[src/rtl/rob_core.sv]
// rob_core -- in-order-retire reorder buffer.
//
// Takes one instruction per cycle in program order and hands back its slot
// index as the tag. Results arrive on two writeback channels (wb0 = ALU,
// wb1 = LSB/branch, wb1 carries branch mispredict info). The head entry
// retires once its result is in, at most one per cycle. A mispredicted
// branch retiring at the head flushes the whole buffer and redirects fetch.
//
// Ports:
//   clk_in, rst_in (async, active low), rdy_in (global stall)
//   alloc_*      : allocation request, ready and assigned tag
//   wb0_*, wb1_* : result writeback channels
//   query_*      : combinational operand lookup with writeback bypass
//   commit_*     : registered one-cycle retire pulse and retired entry
//   flush_*      : registered one-cycle flush pulse and redirect PC
//   count_out, full_out, empty_out : occupancy, from registered state only

// One ROB slot. The top decides which slot is allocated/committed/flushed;
// the slot only has to qualify writeback hits against its own busy bit.
module rob_entry #(
    parameter int XLEN = 32
) (
    input  logic            clk_in,
    input  logic            rst_in,
    input  logic            alloc_en_i,
    input  logic            commit_en_i,
    input  logic            flush_en_i,
    input  logic [4:0]      rd_i,
    input  logic [XLEN-1:0] pc_i,
    input  logic            wb0_hit_i,
    input  logic [XLEN-1:0] wb0_value_i,
    input  logic            wb1_hit_i,
    input  logic [XLEN-1:0] wb1_value_i,
    input  logic            wb1_mis_i,
    input  logic [XLEN-1:0] wb1_tgt_i,
    output logic            busy_o,
    output logic            done_o,
    output logic [4:0]      rd_o,
    output logic [XLEN-1:0] pc_o,
    output logic [XLEN-1:0] value_o,
    output logic            mis_o,
    output logic [XLEN-1:0] tgt_o
);
    logic            busy_q, done_q, mis_q;
    logic [4:0]      rd_q;
    logic [XLEN-1:0] pc_q, value_q, tgt_q;

    always_ff @(posedge clk_in or negedge rst_in) begin
        if (!rst_in) begin
            busy_q  <= 1'b0;
            done_q  <= 1'b0;
            mis_q   <= 1'b0;
            rd_q    <= '0;
            pc_q    <= '0;
            value_q <= '0;
            tgt_q   <= '0;
        end else if (flush_en_i) begin
            busy_q <= 1'b0;
            done_q <= 1'b0;
            mis_q  <= 1'b0;
        end else if (alloc_en_i) begin
            busy_q <= 1'b1;
            done_q <= 1'b0;
            mis_q  <= 1'b0;
            rd_q   <= rd_i;
            pc_q   <= pc_i;
        end else if (commit_en_i) begin
            busy_q <= 1'b0;
            done_q <= 1'b0;
        end else if (busy_q && (wb0_hit_i || wb1_hit_i)) begin
            done_q <= 1'b1;
            // wb1 wins when both channels name the same slot
            if (wb1_hit_i) begin
                value_q <= wb1_value_i;
                mis_q   <= wb1_mis_i;
                tgt_q   <= wb1_tgt_i;
            end else begin
                value_q <= wb0_value_i;
            end
        end
    end

    assign busy_o  = busy_q;
    assign done_o  = done_q;
    assign rd_o    = rd_q;
    assign pc_o    = pc_q;
    assign value_o = value_q;
    assign mis_o   = mis_q;
    assign tgt_o   = tgt_q;
endmodule

module rob_core #(
    parameter int ROB_DEPTH = 16,
    parameter int TAG_W     = 4,
    parameter int XLEN      = 32
) (
    input  logic             clk_in,
    input  logic             rst_in,
    input  logic             rdy_in,
    input  logic             alloc_valid_in,
    input  logic [4:0]       alloc_rd_in,
    input  logic [XLEN-1:0]  alloc_pc_in,
    output logic             alloc_ready_out,
    output logic [TAG_W-1:0] alloc_tag_out,
    input  logic             wb0_valid_in,
    input  logic [TAG_W-1:0] wb0_tag_in,
    input  logic [XLEN-1:0]  wb0_value_in,
    input  logic             wb1_valid_in,
    input  logic [TAG_W-1:0] wb1_tag_in,
    input  logic [XLEN-1:0]  wb1_value_in,
    input  logic             wb1_mispredict_in,
    input  logic [XLEN-1:0]  wb1_target_in,
    input  logic [TAG_W-1:0] query_tag_in,
    output logic             query_ready_out,
    output logic [XLEN-1:0]  query_value_out,
    output logic             commit_valid_out,
    output logic [4:0]       commit_rd_out,
    output logic [XLEN-1:0]  commit_value_out,
    output logic [TAG_W-1:0] commit_tag_out,
    output logic             flush_out,
    output logic [XLEN-1:0]  flush_pc_out,
    output logic [TAG_W:0]   count_out,
    output logic             full_out,
    output logic             empty_out
);
    localparam logic [TAG_W:0] DEPTH_C = (TAG_W+1)'(ROB_DEPTH);

    logic [TAG_W-1:0] head_q, head_d, tail_q, tail_d;
    logic [TAG_W:0]   count_q, count_d;
    logic             cvalid_q, cvalid_d, flush_q, flush_d;
    logic [4:0]       crd_q, crd_d;
    logic [XLEN-1:0]  cvalue_q, cvalue_d, fpc_q, fpc_d;
    logic [TAG_W-1:0] ctag_q, ctag_d;

    logic [ROB_DEPTH-1:0]           busy_w, done_w, mis_w;
    logic [ROB_DEPTH-1:0][4:0]      rd_w;
    logic [ROB_DEPTH-1:0][XLEN-1:0] pc_w, value_w, tgt_w;

    logic full_w, do_commit, do_flush, do_alloc;

    assign full_w    = (count_q == DEPTH_C);
    // Full is judged on pre-edge state: a commit this cycle does not make room.
    assign do_commit = rdy_in && busy_w[head_q] && done_w[head_q];
    assign do_flush  = do_commit && mis_w[head_q];
    assign do_alloc  = rdy_in && alloc_valid_in && !full_w && !do_flush;

    for (genvar i = 0; i < ROB_DEPTH; i++) begin : g_ent
        rob_entry #(.XLEN(XLEN)) u_ent (
            .clk_in      (clk_in),
            .rst_in      (rst_in),
            .alloc_en_i  (do_alloc && (tail_q == TAG_W'(i))),
            .commit_en_i (do_commit && (head_q == TAG_W'(i))),
            .flush_en_i  (do_flush),
            .rd_i        (alloc_rd_in),
            .pc_i        (alloc_pc_in),
            .wb0_hit_i   (rdy_in && wb0_valid_in && (wb0_tag_in == TAG_W'(i))),
            .wb0_value_i (wb0_value_in),
            .wb1_hit_i   (rdy_in && wb1_valid_in && (wb1_tag_in == TAG_W'(i))),
            .wb1_value_i (wb1_value_in),
            .wb1_mis_i   (wb1_mispredict_in),
            .wb1_tgt_i   (wb1_target_in),
            .busy_o      (busy_w[i]),
            .done_o      (done_w[i]),
            .rd_o        (rd_w[i]),
            .pc_o        (pc_w[i]),
            .value_o     (value_w[i]),
            .mis_o       (mis_w[i]),
            .tgt_o       (tgt_w[i])
        );
    end

    // PC is kept per slot for trace/debug visibility; nothing in the datapath reads it.
    logic unused_pc;
    assign unused_pc = ^pc_w;

    always_comb begin
        head_d   = head_q;
        tail_d   = tail_q;
        count_d  = count_q;
        cvalid_d = 1'b0;
        flush_d  = 1'b0;
        crd_d    = crd_q;
        cvalue_d = cvalue_q;
        ctag_d   = ctag_q;
        fpc_d    = fpc_q;
        if (do_commit) begin
            cvalid_d = 1'b1;
            crd_d    = rd_w[head_q];
            cvalue_d = value_w[head_q];
            ctag_d   = head_q;
        end
        if (do_flush) begin
            flush_d = 1'b1;
            fpc_d   = tgt_w[head_q];
            head_d  = '0;
            tail_d  = '0;
            count_d = '0;
        end else begin
            if (do_commit) head_d = head_q + TAG_W'(1);
            if (do_alloc)  tail_d = tail_q + TAG_W'(1);
            count_d = count_q + (TAG_W+1)'(do_alloc) - (TAG_W+1)'(do_commit);
        end
    end

    always_ff @(posedge clk_in or negedge rst_in) begin
        if (!rst_in) begin
            head_q   <= '0;
            tail_q   <= '0;
            count_q  <= '0;
            cvalid_q <= 1'b0;
            flush_q  <= 1'b0;
            crd_q    <= '0;
            cvalue_q <= '0;
            ctag_q   <= '0;
            fpc_q    <= '0;
        end else begin
            head_q   <= head_d;
            tail_q   <= tail_d;
            count_q  <= count_d;
            cvalid_q <= cvalid_d;
            flush_q  <= flush_d;
            crd_q    <= crd_d;
            cvalue_q <= cvalue_d;
            ctag_q   <= ctag_d;
            fpc_q    <= fpc_d;
        end
    end

    // Operand lookup: same-cycle writeback bypasses the stored value.
    always_comb begin
        query_ready_out = 1'b0;
        query_value_out = '0;
        if (busy_w[query_tag_in]) begin
            if (wb1_valid_in && wb1_tag_in == query_tag_in) begin
                query_ready_out = 1'b1;
                query_value_out = wb1_value_in;
            end else if (wb0_valid_in && wb0_tag_in == query_tag_in) begin
                query_ready_out = 1'b1;
                query_value_out = wb0_value_in;
            end else begin
                query_ready_out = done_w[query_tag_in];
                query_value_out = value_w[query_tag_in];
            end
        end
    end

    assign alloc_ready_out  = !full_w;
    assign alloc_tag_out    = tail_q;
    assign commit_valid_out = cvalid_q;
    assign commit_rd_out    = crd_q;
    assign commit_value_out = cvalue_q;
    assign commit_tag_out   = ctag_q;
    assign flush_out        = flush_q;
    assign flush_pc_out     = fpc_q;
    assign count_out        = count_q;
    assign full_out         = full_w;
    assign empty_out        = (count_q == '0);
endmodule

[config.mk]
export PLATFORM = sky130hd
export DESIGN_NAME = rob_core
export DESIGN_NICKNAME = d
export VERILOG_FILES = /design/src/rtl/rob_core.sv
export SDC_FILE = /design/constraint.sdc
export NUM_CORES = 2
export LEC_CHECK = 0
export CORE_ASPECT_RATIO = 0.8
export CORE_MARGIN = 2
export CORE_UTILIZATION = 41
export DETAILED_ROUTE_END_ITERATION = 6
export DONT_BUFFER_PORTS = 1
export PLACE_DENSITY = 0.59
export SYNTH_ARGS = -nofsm -noshare
export SYNTH_HDL_FRONTEND = slang
export SYNTH_HIERARCHICAL = 1
export SYNTH_SLANG_ARGS = --single-unit
[constraint.sdc]
create_clock -name clk_in -period 10.59 [get_ports clk_in]
set_clock_uncertainty 0.15 [all_clocks]
set_input_delay 2.118 -clock clk_in [delete_from_list [all_inputs] [get_ports clk_in]]
set_output_delay 2.118 -clock clk_in [all_outputs]
set_load 0.01 [all_outputs]
==> summary.md <==
| Metric | Value |
|---|---|
| Remaining antenna violation count after routing | 0 |
| Tightest Pin Transition | between 1 and 1.5 ns |
| Via density per instance | around 6.2 |
| Cell type of the slowest stage on the worst timing path | sky130_fd_sc_hd__nand3_4 |
| Worst setup slack for register-to-register paths | approximately 3.3 ns |
| Total standard cell area after synthesis | between 60,000 and 70,000 sq um |
| Post-detailed-route DRC marker count | 0 |
| Clock sink total | 1,240 |
| Type of destination of the critical path | register |
| WL/cell | roughly 32 um |
| Topmost layer with routed signal wires | met4 |
| Worst hold start | g_ent[10].u_ent/tgt_o[4] |
| Total negative slack | 0 ns |
| Final WL | between 200 and 250 mm |
| Post-CTS setup repair buffer count | 0 |
| Htree depth | 4 |
| Syn_nets | around 4,500 |
| Drt first pass iters | 7 |
| Setup repair after global routing missed its margin | false |
| Maximum fanout count along the critical path | between 40 and 50 |
| Top cell family by delay on the critical path | simple AND/OR/NAND/NOR gates |
| Leakage power total | roughly 33 nW |
| Layout-stage area growth over the synthesis result | 9.09% |
| Shortest clock period the worst path allows after layout | between 7 and 8 ns |
| Register Area | 31,000 sq um |
| Worst rel slew slack | 0.0604 |
| Filler cell count in the final layout | around 14,000 |
| Routed length on met3 | 10.8 mm |
| Share of total power in the clock network | 0.319 |
| Via count of the first global-routing pass | slightly above 40,000 |
| Crit path from | head_q[1] |
| Multi-input logic area | 34,300 sq um |
| FF-to-FF Start | head_q[1] |
| Buffers from clock root to sink, at most | 3 |
| Clk_lat worst skew | around 0.81 ns |
| Placer's final routability congestion estimate | 0.844 |
| Status | finished, final reports clean |
| Fraction of layout cells with a size suffix above 1 | 0.605 |
| Critical path cell sequence | buf_4 > mux4_1 > nand3_1 > nand4_1 > nand3_4 > inv_2 > buf_4 > nor4b_2 > o21a_4 > buf_4 > mux2_2 |
| Cell count after synthesis | 4,309 |
| Worst-case vdd ir drop | roughly 0.17 mV |
| Design internal power | between 0.01 and 0.015 W |
| Element type at the critical path start | register |
| Global Route Usage Sum | 0.244 |
| Setup violators final | 0 |
| Largest incremental delay on the critical path | between 1 and 1.5 ns |
| Path class of the lowest-slack min-delay path | register to register |
| WHS Path Cells | 1 |
| Net Sw Power | 0.00442 W |
| CTS-repair resized insts | 0 |
| Row Count | between 100 and 150 |
| Final core utilization | 0.452 |
| Required arrival time at the worst endpoint | 11.11 ns |
| IO Count | 272 |
| Worst r2r path cells | 11 |
| Pin count of the biggest net entering global routing | approximately 260 |
| Core area | 162,000 sq um |
| WL met2 | slightly below 100 mm |
| Crit path depth | 11 |
| Antenna violations before repair | 6 |
| Clk pin slew, worst setup/hold paths | roughly 0.06 ns |
| Number of nets in the final layout | ~4,300 |
| Number of warnings issued by yosys | 6 |
| Reg power frac | 0.442 |
| I/O Buffers | 0 |
| Initial cell density of the core | 0.414 |
| WL met1 | approximately 90 mm |
| First-pass GRT wire length | around 300 mm |
| Worst reg2reg path endpoint | g_ent[1].u_ent/value_o[6] |
| Max Freq | 138 MHz |
| Most frequent cell on the critical path | sky130_fd_sc_hd__buf_4 |
| Hold Fails Final Rpt | 0 |
| Final worst-path cycle share | 0.686 |
| Path type of the worst setup path | register to register |
| Total global routing overflow | 0 |
| Number of maximum-capacitance violations | 0 |
| Die area | 167,000 sq um |
| HPWL after DPL | ~110 mm |
| WP buf/inv | 4 |
| Share of power burned in combinational logic | 0.240 |
| Hold Crit Endpoint | g_ent[10].u_ent/tgt_o[4] |
| Switch share | 0.289 |
| Initial drt markers | ~3,000 |
| Max-slew violations | 0 |
| Worst path arrival time | approximately 7.8 ns |
| Die width | around 460 um |
| Average cell area after synthesis | 15.6 sq um |
| Clock tree from TritonCTS | yes |
| Vias | a little under 40,000 |
| Root buffer cell | sky130_fd_sc_hd__clkbuf_16 |
| Die boundary height | 366 um |
| Number of hold buffers added after cts | 0 |
| Power per unit of standard cell area | ~210 nW/um^2 |
| Number of clock buffers inserted by TritonCTS | roughly 140 |
## sequential cells by signal, summed over array words and instances (netlist names), 4 cells and up
signal	flops
head_q	4
g_ent.u_ent/done_o	16
commit_value_out	32
g_ent.u_ent/rd_o	80
g_ent.u_ent/mis_o	16
commit_rd_out	5
alloc_tag_out	4
g_ent.u_ent/value_o	512
flush_pc_out	32
count_out	5
g_ent.u_ent/tgt_o	512
commit_tag_out	4
g_ent.u_ent/busy_o	16
## final cells by class
cell class,count,share of cell area
multi-input cells,2671,0.467
repair buffers,76,0.00968
inverters,36,0.00196
well taps,2144,0.0366
flip-flops and latches,1240,0.423
clock inverters,39,0.00839
clock buffers,202,0.0536
diodes,3,0.000102
## per-stage QoR
step | area (sq um) | instances | total power [W] | hold slack, ns | setup slack (ns)
after global placement | 68800 | 6165 | 0.0104 | 0.332 | 3.29
after global routing | 73400 | 6411 | 0.0161 | 0.354 | 3.00
after detailed placement | 68800 | 6166 | 0.0105 | 0.337 | 3.21
final | 73400 | 6411 | 0.0153 | 0.349 | 3.32
after floorplan | 67300 | 4309 | 0.00950 | 0.324 | 4.30
after CTS | 73400 | 6407 | 0.0155 | 0.351 | 3.21
## cells in the final DEF, fill, tap and decap left out, types with 5 or more instances in the layout
cell                        count
sky130_fd_sc_hd__inv_1         33
sky130_fd_sc_hd__a31o_2        16
sky130_fd_sc_hd__o21ai_0       34
sky130_fd_sc_hd__nand3b_1      16
sky130_fd_sc_hd__nor4b_1        5
sky130_fd_sc_hd__nor2_4        12
sky130_fd_sc_hd__xor2_1         6
sky130_fd_sc_hd__nand3_1        9
sky130_fd_sc_hd__mux4_2       517
sky130_fd_sc_hd__buf_16         7
sky130_fd_sc_hd__clkbuf_8      24
sky130_fd_sc_hd__o21a_2         7
sky130_fd_sc_hd__clkbuf_16    138
sky130_fd_sc_hd__mux2_2      1687
sky130_fd_sc_hd__mux2i_1       52
sky130_fd_sc_hd__nor4b_2       16
sky130_fd_sc_hd__nor2b_1       16
sky130_fd_sc_hd__dfrtp_1     1237
sky130_fd_sc_hd__and3_1         6
sky130_fd_sc_hd__nand2_2       17
sky130_fd_sc_hd__clkbuf_1      40
sky130_fd_sc_hd__nand4_1        6
sky130_fd_sc_hd__buf_4         69
sky130_fd_sc_hd__mux4_1         8
sky130_fd_sc_hd__nor3_1        31
sky130_fd_sc_hd__bufinv_16      5
sky130_fd_sc_hd__xnor2_1        9
sky130_fd_sc_hd__nand2_1       17
sky130_fd_sc_hd__ha_1          14
sky130_fd_sc_hd__clkinv_2      18
sky130_fd_sc_hd__o21a_4         9
sky130_fd_sc_hd__a21oi_1       58
sky130_fd_sc_hd__nor2_1        50
sky130_fd_sc_hd__nor4_1         8
sky130_fd_sc_hd__clkinv_16      9
## power groups by stage
stage	combinational (W)	clock, W	sequential, W
6_report	0.00367	0.00489	0.00677
3_3_place_gp	0.00363	0	0.00676
4_1_cts	0.00371	0.00501	0.00675
2_1_floorplan	0.00302	0	0.00648
5_1_grt	0.00394	0.00520	0.00691
3_5_place_dp	0.00371	0	0.00682
## how the worst max path moves through the flow
stage	end
finish	g_ent[1].u_ent/value_o[6]
global placement	g_ent[1].u_ent/value_o[25]
CTS	g_ent[1].u_ent/value_o[6]
global route	g_ent[1].u_ent/value_o[6]
detailed placement	g_ent[1].u_ent/value_o[2]
floorplan	query_value_out[22]
## per-layer routing
| layer | vias up | global-route usage |
|---|---|---|
| met5 | - | 0 |
| met4 | 0 | 0.0714 |
| met3 | 295 | 0.0426 |
| met2 | 1113 | 0.392 |
| met1 | 22000 | 0.339 |
| li1 | 16300 | - |
No activity file was read; power rests on OpenSTA's default activity.
